--- src/rtl/truth_table_sweeper.sv ---
// truth_table_sweeper
//
// Characterizes a combinational 3-input gate. The sweeper walks the gate
// inputs through all eight combinations (index = {in1,in2,in3}), holds each
// combination for SETTLE_CYCLES cycles so the gate output can settle, then
// samples the gate output on SAMPLES consecutive edges. The majority of the
// samples becomes one bit of the truth-table code. A combination whose
// samples disagree is flagged in the instability mask.
//
// Parameters
//   SETTLE_CYCLES  cycles each combination is held before sampling (>= 1)
//   SAMPLES        samples per combination (odd, >= 1)
//
// Ports
//   clk          clock; all state changes on the rising edge
//   reset        asynchronous, active-high reset
//   start        sweep request, honoured only while idle
//   expected     expected truth-table code
//   out_sample   output of the gate under characterization
//   in1/in2/in3  stimulus to the gate
//   busy         high from the start-accept edge until the done cycle
//   done         one-cycle pulse when a sweep completes
//   table_valid  truth_table holds a completed sweep
//   truth_table  bit i = majority output sampled at index i
//   unstable     bit i = samples at index i were not unanimous
//   match        table_valid and truth_table == expected (combinational)

module truth_table_sweeper #(
    parameter int SETTLE_CYCLES = 4,
    parameter int SAMPLES       = 3
) (
    input  logic       clk,
    input  logic       reset,
    input  logic       start,
    input  logic [7:0] expected,
    input  logic       out_sample,
    output logic       in1,
    output logic       in2,
    output logic       in3,
    output logic       busy,
    output logic       done,
    output logic       table_valid,
    output logic [7:0] truth_table,
    output logic [7:0] unstable,
    output logic       match
);

    // Counter widths: the settle counter counts 0 .. SETTLE_CYCLES-1, the
    // sample and ones counters must be able to hold the value SAMPLES.
    localparam int SW = (SETTLE_CYCLES > 1) ? $clog2(SETTLE_CYCLES + 1) : 1;
    localparam int OW = (SAMPLES > 1) ? $clog2(SAMPLES + 1) : 1;

    localparam logic [SW-1:0] SETTLE_LAST = SW'(SETTLE_CYCLES - 1);
    localparam logic [OW-1:0] SAMPLE_LAST = OW'(SAMPLES - 1);
    localparam logic [OW-1:0] MAJ_LIMIT   = OW'(SAMPLES / 2);
    localparam logic [OW-1:0] ALL_ONES    = OW'(SAMPLES);

    typedef enum logic [2:0] {
        IDLE,
        APPLY,
        SAMPLE,
        COMMIT,
        DONE
    } state_t;

    state_t          state;
    state_t          state_next;

    logic [2:0]      idx;
    logic [SW-1:0]   settle_cnt;
    logic [OW-1:0]   sample_cnt;
    logic [OW-1:0]   ones_cnt;
    logic [2:0]      stim;

    logic            majority;
    logic            split;
    logic [7:0]      table_commit;
    logic [7:0]      unstable_commit;

    // ------------------------------------------------------------------
    // State register
    // ------------------------------------------------------------------
    always_ff @(posedge clk or posedge reset) begin
        if (reset) begin
            state <= IDLE;
        end else begin
            state <= state_next;
        end
    end

    // ------------------------------------------------------------------
    // Next-state and Moore outputs
    // ------------------------------------------------------------------
    always_comb begin
        state_next = state;
        busy       = 1'b0;
        done       = 1'b0;
        stim       = 3'b000;
        case (state)
            IDLE: begin
                if (start) begin
                    state_next = APPLY;
                end
            end
            APPLY: begin
                busy = 1'b1;
                stim = idx;
                if (settle_cnt == SETTLE_LAST) begin
                    state_next = SAMPLE;
                end
            end
            SAMPLE: begin
                busy = 1'b1;
                stim = idx;
                // The edge that takes the last sample also leaves SAMPLE,
                // so the ones counter is complete when COMMIT reads it.
                if (sample_cnt == SAMPLE_LAST) begin
                    state_next = COMMIT;
                end
            end
            COMMIT: begin
                busy = 1'b1;
                // Inputs stay on idx through COMMIT; they only move on the
                // COMMIT->APPLY edge when idx advances.
                stim = idx;
                if (idx == 3'd7) begin
                    state_next = DONE;
                end else begin
                    state_next = APPLY;
                end
            end
            DONE: begin
                // start is deliberately not looked at here: a request held
                // across DONE is only accepted once back in IDLE.
                done       = 1'b1;
                state_next = IDLE;
            end
            default: begin
                state_next = IDLE;
            end
        endcase
    end

    assign in1 = stim[2];
    assign in2 = stim[1];
    assign in3 = stim[0];

    // ------------------------------------------------------------------
    // Per-combination result: majority vote and unanimity check
    // ------------------------------------------------------------------
    assign majority = (ones_cnt > MAJ_LIMIT);
    // With a single sample ones_cnt is always 0 or SAMPLES, so this is 0.
    assign split    = (ones_cnt != '0) && (ones_cnt != ALL_ONES);

    // Only the bit selected by idx is replaced on COMMIT; the others keep
    // the results of earlier combinations.
    genvar gi;
    generate
        for (gi = 0; gi < 8; gi++) begin : g_commit
            assign table_commit[gi]    = (idx == 3'(gi)) ? majority : truth_table[gi];
            assign unstable_commit[gi] = (idx == 3'(gi)) ? split    : unstable[gi];
        end
    endgenerate

    // ------------------------------------------------------------------
    // Datapath: index, counters and result registers
    // ------------------------------------------------------------------
    always_ff @(posedge clk or posedge reset) begin
        if (reset) begin
            idx         <= 3'd0;
            settle_cnt  <= '0;
            sample_cnt  <= '0;
            ones_cnt    <= '0;
            truth_table <= 8'h00;
            unstable    <= 8'h00;
            table_valid <= 1'b0;
        end else begin
            case (state)
                IDLE: begin
                    if (start) begin
                        // A new sweep discards the previous results.
                        idx         <= 3'd0;
                        settle_cnt  <= '0;
                        sample_cnt  <= '0;
                        ones_cnt    <= '0;
                        truth_table <= 8'h00;
                        unstable    <= 8'h00;
                        table_valid <= 1'b0;
                    end
                end
                APPLY: begin
                    if (settle_cnt == SETTLE_LAST) begin
                        settle_cnt <= '0;
                    end else begin
                        settle_cnt <= settle_cnt + 1'b1;
                    end
                end
                SAMPLE: begin
                    ones_cnt   <= ones_cnt + OW'(out_sample);
                    sample_cnt <= sample_cnt + 1'b1;
                end
                COMMIT: begin
                    truth_table <= table_commit;
                    unstable    <= unstable_commit;
                    settle_cnt  <= '0;
                    sample_cnt  <= '0;
                    ones_cnt    <= '0;
                    if (idx != 3'd7) begin
                        idx <= idx + 3'd1;
                    end
                end
                DONE: begin
                    table_valid <= 1'b1;
                end
                default: begin
                end
            endcase
        end
    end

    assign match = table_valid && (truth_table == expected);

endmodule
--- config.mk ---
export PLATFORM = sky130hd
export DESIGN_NAME = truth_table_sweeper
export DESIGN_NICKNAME = d
export VERILOG_FILES = /design/src/rtl/truth_table_sweeper.sv
export SDC_FILE = /design/constraint.sdc
export NUM_CORES = 1
export LEC_CHECK = 0
export ABC_AREA = 1
export CAP_MARGIN = 20
export CORE_MARGIN = 2
export CORE_UTILIZATION = 55
export CTS_CLUSTER_SIZE = 24
export DETAILED_ROUTE_END_ITERATION = 8
export MAX_ROUTING_LAYER = met4
export PLACE_DENSITY = 0.94
export SYNTH_ARGS = -nofsm -noshare
export SYNTH_HDL_FRONTEND = slang
export SYNTH_SLANG_ARGS = --single-unit
--- constraint.sdc ---
create_clock -name clk -period 3.4 [get_ports clk]
set_input_delay 0.34 -clock clk [delete_from_list [all_inputs] [get_ports clk]]
set_output_delay 0.34 -clock clk [all_outputs]
set_load 0.01 [all_outputs]
==> results of run 1 <==
stage by stage:
step                instance area [um^2]  hold WS [ps]  util (%)  setup WS, ps
finish                              2170           289      72.2          1210
global route                        2170           294      72.2          1060
CTS                                 2170           295      72.2          1190
detailed placement                  2090           459      69.6          1300
global placement                    2060           454      68.7          1310
floorplan                           1710           431         -          2050
cell usage after synthesis:
cell / n
o31ai_1: 1
inv_1: 30
o21ai_0: 12
o21ai_1: 1
buf_6: 1
nor2_1: 15
dfrtp_1: 30
xnor2_1: 2
o22ai_1: 1
nor2_2: 3
ha_1: 10
nand3b_1: 1
or2_2: 3
nand4_1: 6
nand2_1: 71
nand2_2: 1
inv_2: 3
or2_1: 1
nand3_4: 2
nand3_1: 24
buf_8: 1
nand2_4: 1
power by group:
part / switching [mW] / internal [mW] / total (mW) / leakage (nW)
Clock: 0.122 / 0.141 / 0.263 / 0.0446
Sequential: 0.0707 / 0.423 / 0.493 / 0.408
Combinational: 0.372 / 0.216 / 0.589 / 0.690
per-layer routing:
layer	GRT usage [%]	wire length [um]
met1	28.5	1590
met2	34.5	1660
met3	6.93	212
met4	6.03	46
met5	-	0
registers in the layout, indices dropped and copies added (netlist names):
signal       cells
settle_cnt       3
state            3
sample_cnt       2
unstable         8
table_valid      1
truth_table      8
idx              3
ones_cnt         2
path summary, 6_finish.rpt:
path                                  start        endpoint  slack, ps  cells past startpoint
worst max register to register       idx[1]     unstable[1]       1890                      7
min in group clk                unstable[6]     unstable[6]        480                      2
worst max-delay path               state[0]             in1       1210                      5
worst min register to register  unstable[6]     unstable[6]        480                      2
max in group asynchronous             reset  truth_table[2]       2680                      3
worst min-delay path                  reset   sample_cnt[0]        290                      2
logic make-up after synthesis:
group,Yosys count
AO/OA/AOI/OAI,15
XOR/XNOR,2
adder cells (fa/ha/maj),10
buffers and inverters,35
flip-flops,30
AND/OR/NAND/NOR,128
final cells by class:
cell class	count	area, um^2
fillers	224	835
multi-input cells	155	806
flip-flops and latches	30	751
repair buffers	35	368
inverters	33	124
clock buffers	8	78.8
well taps	33	41.3
==> impl_metrics.env, run 1 <==
export IMPL_viasPerCell=5.27
export IMPL_p_total_mw=1.35
export IMPL_routed_wl_um=3500
export IMPL_routabilityCongestion=0.797
export IMPL_io_pins=35
export IMPL_synth_xor_area_share_pct=1.03
export IMPL_ys_warn_count=0
export IMPL_drt_iter0_markers=53
export IMPL_grt_usage_pct=22.3
export IMPL_cp_start_kind="register"
export IMPL_synth_fa_ha_area_share_pct=7.33
export IMPL_fin_cells=294
export IMPL_drt_first_pass_iters=4
export IMPL_post_route_drc_count=0
export IMPL_period_share_pct=64.5
export IMPL_clock_skew_ps=7.96
export IMPL_die_h_um=59.7
export IMPL_wire_per_inst_um=11.9
export IMPL_core_area_um2=3000
export IMPL_cts_sinks=30
export IMPL_crit_path_end_kind="primary output"
export IMPL_yosysSeqAreaShare_pct=44.0
export IMPL_area_delta_synth_final_pct=27.1
export IMPL_p_leak_nw=1.14
export IMPL_antenna_found_initial=0
export IMPL_irDropWorstVdd_v=0.000422
export IMPL_synth_area_per_cell_um2=7.76
export IMPL_crit_top_cell="nor2_1"
export IMPL_hold_buffers=0
export IMPL_ys_types=22
export IMPL_slew_viol_final=0
export IMPL_synth_compound_area_share_pct=4.62
export IMPL_insertedDiodeCount=0
export IMPL_cts_buffer_depth=2
export IMPL_cts_resized=0
export IMPL_cp_data_required_time_ps=3060
export IMPL_crit_buf_inv=2
export IMPL_critPathMaxStageDelay_ps=550
export IMPL_critPathTopFamily="buffers and inverters"
export IMPL_setup_viol=0
export IMPL_maxCapViolations=0
export IMPL_tns_ps=0
export IMPL_cp_max_fo=6
export IMPL_vias=1548
export IMPL_final_cell_mix="nand2_1 (71), clkdlybuf4s50_1 (34), inv_1 (30), dfrtp_1 (30), nand3_1 (24)"
export IMPL_synth_top_area_share_pct=44.0
export IMPL_worst_pin_slew_ps=479
export IMPL_final_common_cell="nand2_1"
export IMPL_postSynthCellCount=220
export IMPL_syn_nets=242
export IMPL_drive_gt1_share_pct=8.43
export IMPL_crit_arrival_ps=1850
export IMPL_htree_num_levels=2
export IMPL_die_area_um2=3560
export IMPL_initial_core_util_pct=56.8
export IMPL_path_class="register to primary output"
export IMPL_power_density_nw_per_um2=620
export IMPL_period_minus_slack_ps=2190
export IMPL_clkLatencyLatePin_ps=340
export IMPL_grt_setup_unrepaired="false"
export IMPL_overflow=0
export IMPL_hold_violations=0
export IMPL_dieWidth_um=59.7
export IMPL_fin_nets=282
export IMPL_rows=20
export IMPL_synth_top_cell_by_area="dfrtp_1"
export IMPL_synthSimpleGateAreaFrac_pct=34.2
export IMPL_fmax_ghz=0.456
export IMPL_grt_max_degree=25
export IMPL_slew_headroom_pct=67.7
export IMPL_ys_ff_latch=30
export IMPL_slowest_stage="clkdlybuf4s50_1"
export IMPL_hp_class="primary input to async pin"
export IMPL_cts_setup_buffers=0
export IMPL_syn_area_um2=1710
export IMPL_synth_top_family_by_area="simple AND/OR/NAND/NOR gates"
export IMPL_cts_tree="built"
export IMPL_status="finished, final reports clean"
export IMPL_io_buffers=34
export IMPL_dpl_cell_count=286
export IMPL_ant_nets=0
export IMPL_grt_pass1_vias=1418
export IMPL_clk_pin_slew_worst_paths_ps=90
export IMPL_path_cells="nor2_2, nor2_1, inv_1, nor2_1, clkdlybuf4s50_1"
export IMPL_cts_root_buf="clkbuf_4"
export IMPL_grt_pass1_wl_um=5800
export IMPL_hpwl_um=2730
export IMPL_synth_area_leaders="dfrtp_1 (44%), nand2_1 (16%), ha_1 (7.3%)"
export IMPL_cts_buffers=5
export IMPL_muxShareOfSynthArea_pct=0
Power figures use the tool's default switching activity.
==> run 2, diff against run 1 <==
--- a/config.mk
+++ b/config.mk
@@ -8,11 +8,11 @@
 export ABC_AREA = 1
 export CAP_MARGIN = 20
 export CORE_MARGIN = 2
-export CORE_UTILIZATION = 55
+export CORE_UTILIZATION = 46
 export CTS_CLUSTER_SIZE = 24
 export DETAILED_ROUTE_END_ITERATION = 8
 export MAX_ROUTING_LAYER = met4
-export PLACE_DENSITY = 0.94
+export PLACE_DENSITY = 0.85
 export SYNTH_ARGS = -nofsm -noshare
 export SYNTH_HDL_FRONTEND = slang
 export SYNTH_SLANG_ARGS = --single-unit
==> constraint.sdc (replaced) <==
create_clock -name clk -period 1.9 [get_ports clk]
set_input_delay 0.19 -clock clk [delete_from_list [all_inputs] [get_ports clk]]
set_output_delay 0.19 -clock clk [all_outputs]
set_load 0.01 [all_outputs]
==> run 2 against run 1 <==
  * First-iteration DRC count grew 7.5%
  * Flip-flop and latch count is the same
  * Register-to-register slack lost 1500 ps
  * Sequential power grew 77%
  * Worst hold slack gained 3.2 ps
  * Die area grew 18%
  * Non-clock buffer count grew 2
  * Global-route usage shrank 3.4 points
  * Largest cell class unchanged
  * Via count shrank 1.9%
  * Highest routed layer unchanged
  * Clock skew shrank 1.7 ps
  * Power grew 82%
  * Clock power grew 80%
==> impl_metrics.env, run 2 (synthesis gave the netlist of run 1 again) <==
export IMPL_crit_arrival_ps=1590
export IMPL_slew_headroom_pct=74.8
export IMPL_p_leak_nw=1.16
export IMPL_drt_iter0_markers=57
export IMPL_grtUsageMet1_pct=21.0
export IMPL_cp_start_kind="register"
export IMPL_period_share_pct=93.9
export IMPL_worst_pin_slew_ps=377
export IMPL_dpl_cell_count=301
export IMPL_crit_path_end_kind="primary output"
export IMPL_power_density_nw_per_um2=1120
export IMPL_cts_tree="built"
export IMPL_ant_nets=0
export IMPL_hpwl_um=2590
export IMPL_tns_ps=0
export IMPL_overflow=0
export IMPL_period_minus_slack_ps=1780
export IMPL_irDropWorstVdd_v=0.000520
export IMPL_r2r_start="idx[0]"
export IMPL_use_met3_pct=4.51
export IMPL_area_delta_synth_final_pct=28.6
export IMPL_holdWs_ps=292
export IMPL_largestRegisters="truth_table: 8 flops, unstable: 8 flops"
export IMPL_core_area_um2=3610
export IMPL_clkLatencyLatePin_ps=280
export IMPL_reg2reg_setup_slack_ps=420
export IMPL_fill_cells=316
export IMPL_grt_max_degree=31
export IMPL_rows=22
export IMPL_grt_setup_unrepaired="false"
export IMPL_grt_pass1_vias=1406
export IMPL_post_place_ws_ps=59.4
export IMPL_insertedDiodeCount=0
export IMPL_hp_class="primary input to async pin"
export IMPL_seq_power_share_pct=35.7
export IMPL_vias=1519
export IMPL_wire_per_inst_um=11.3
export IMPL_r2r_end="idx[2]"
export IMPL_status="finished, final reports clean"
export IMPL_cp_data_required_time_ps=1710
export IMPL_initial_core_util_pct=47.3
export IMPL_hold_buffers=0
export IMPL_switchingPower_mw=1.03
export IMPL_grt_usage_pct=18.9
export IMPL_clk_pin_slew_worst_paths_ps=60
export IMPL_place_area_um2=2090
export IMPL_fmax_ghz=0.560
export IMPL_viasPerCell=4.90
export IMPL_p_clk_share_pct=19.3
export IMPL_routabilityCongestion=0.843
export IMPL_busiest_layer="met2"
export IMPL_comb_power_share_pct=45.0
export IMPL_path_class="register to primary output"
export IMPL_fin_nets=284
export IMPL_drt_first_pass_iters=4
export IMPL_cts_buffer_depth=2
export IMPL_switching_share_pct=42.0
export IMPL_io_pins=35
export IMPL_final_common_cell="nand2_1"
export IMPL_r2r_cells=6
export IMPL_cts_sinks=30
export IMPL_die_h_um=64.9
export IMPL_routed_wl_um=3520
export IMPL_io_buffers=34
export IMPL_fin_area_um2=2190
export IMPL_htree_num_levels=2
export IMPL_cp_max_fo=4
export IMPL_cts_root_buf="clkbuf_8"
export IMPL_grt_pass1_wl_um=5910
export IMPL_cts_buffers=5
export IMPL_hold_violations=0
export IMPL_post_route_drc_count=0
export IMPL_p_int_mw=1.42
export IMPL_drive_gt1_share_pct=9.92
export IMPL_clock_skew_ps=6.27
export IMPL_slew_viol_final=0
export IMPL_die_area_um2=4210
export IMPL_setup_viol=0
export IMPL_globalRouteMet2Util_pct=31.4
export IMPL_final_cell_mix="nand2_1 (71), clkdlybuf4s50_1 (33), inv_1 (30)"
export IMPL_fin_cells=310
export IMPL_postLayoutSetupSlackWorst_ps=115
export IMPL_dieWidth_um=64.9
export IMPL_maxCapViolations=0
export IMPL_antenna_found_initial=0
run 2: area by class of cell:
| class | instances | area, um^2 | area share (%) |
|---|---|---|---|
| Clock inverter | 2 | 10.0 | 0.456 |
| Sequential cell | 30 | 753 | 34.3 |
| Multi-Input combinational cell | 155 | 813 | 37.1 |
| Inverter | 33 | 124 | 5.64 |
| Clock buffer | 5 | 68.8 | 3.14 |
| Tap cell | 48 | 60.1 | 2.74 |
| Timing Repair Buffer | 37 | 365 | 16.6 |
run 2: layer usage:
metal	part of all wire, %	wire length [um]
met1	44	1560
met2	48	1670
met3	5.7	199
met4	2.3	80
met5	0	0
run 2: worst max path at each step:
stage,startpoint,to,slack (ps),depth (start not counted)
6_report,state[1],done,120,4
5_1_grt,state[0],in1,10,5
4_1_cts,state[0],in1,-0.08,5
3_5_place_dp,expected[6],match,60,8
3_3_place_gp,expected[0],match,90,8
2_1_floorplan,idx[0],idx[2],560,6
run 2: through the flow:
step                      util, %  power [mW]
after floorplan                 -        1.66
after global placement       57.9        1.89
after detailed placement     57.9        1.92
after CTS                    60.3        2.42
after global routing         60.9        2.65
final                        60.9        2.45
run 2: power by group through the flow:
stage               Combinational (mW)  Sequential (mW)  Clock, mW
finish                            1.10            0.874      0.473
global route                      1.26            0.892      0.501
CTS                               1.07            0.873      0.481
detailed placement                1.03            0.892          0
global placement                  1.00            0.885          0
floorplan                        0.777            0.881          0
run 2: worst max-delay path: stages, from the launching register on:
cell	delay [ps]
dfrtp_1	410
nor2_4	190
inv_1	70
nor2_1	100
clkdlybuf4s50_1	540
run 2: timing repair:
item / CTS / global route
endpoints found under the hold margin: 0 / 0
setup buffers: 1 / 1
gates resized for setup: 1 / 4
setup endpoints to repair: 4 / 5
cloned: 0 / 0
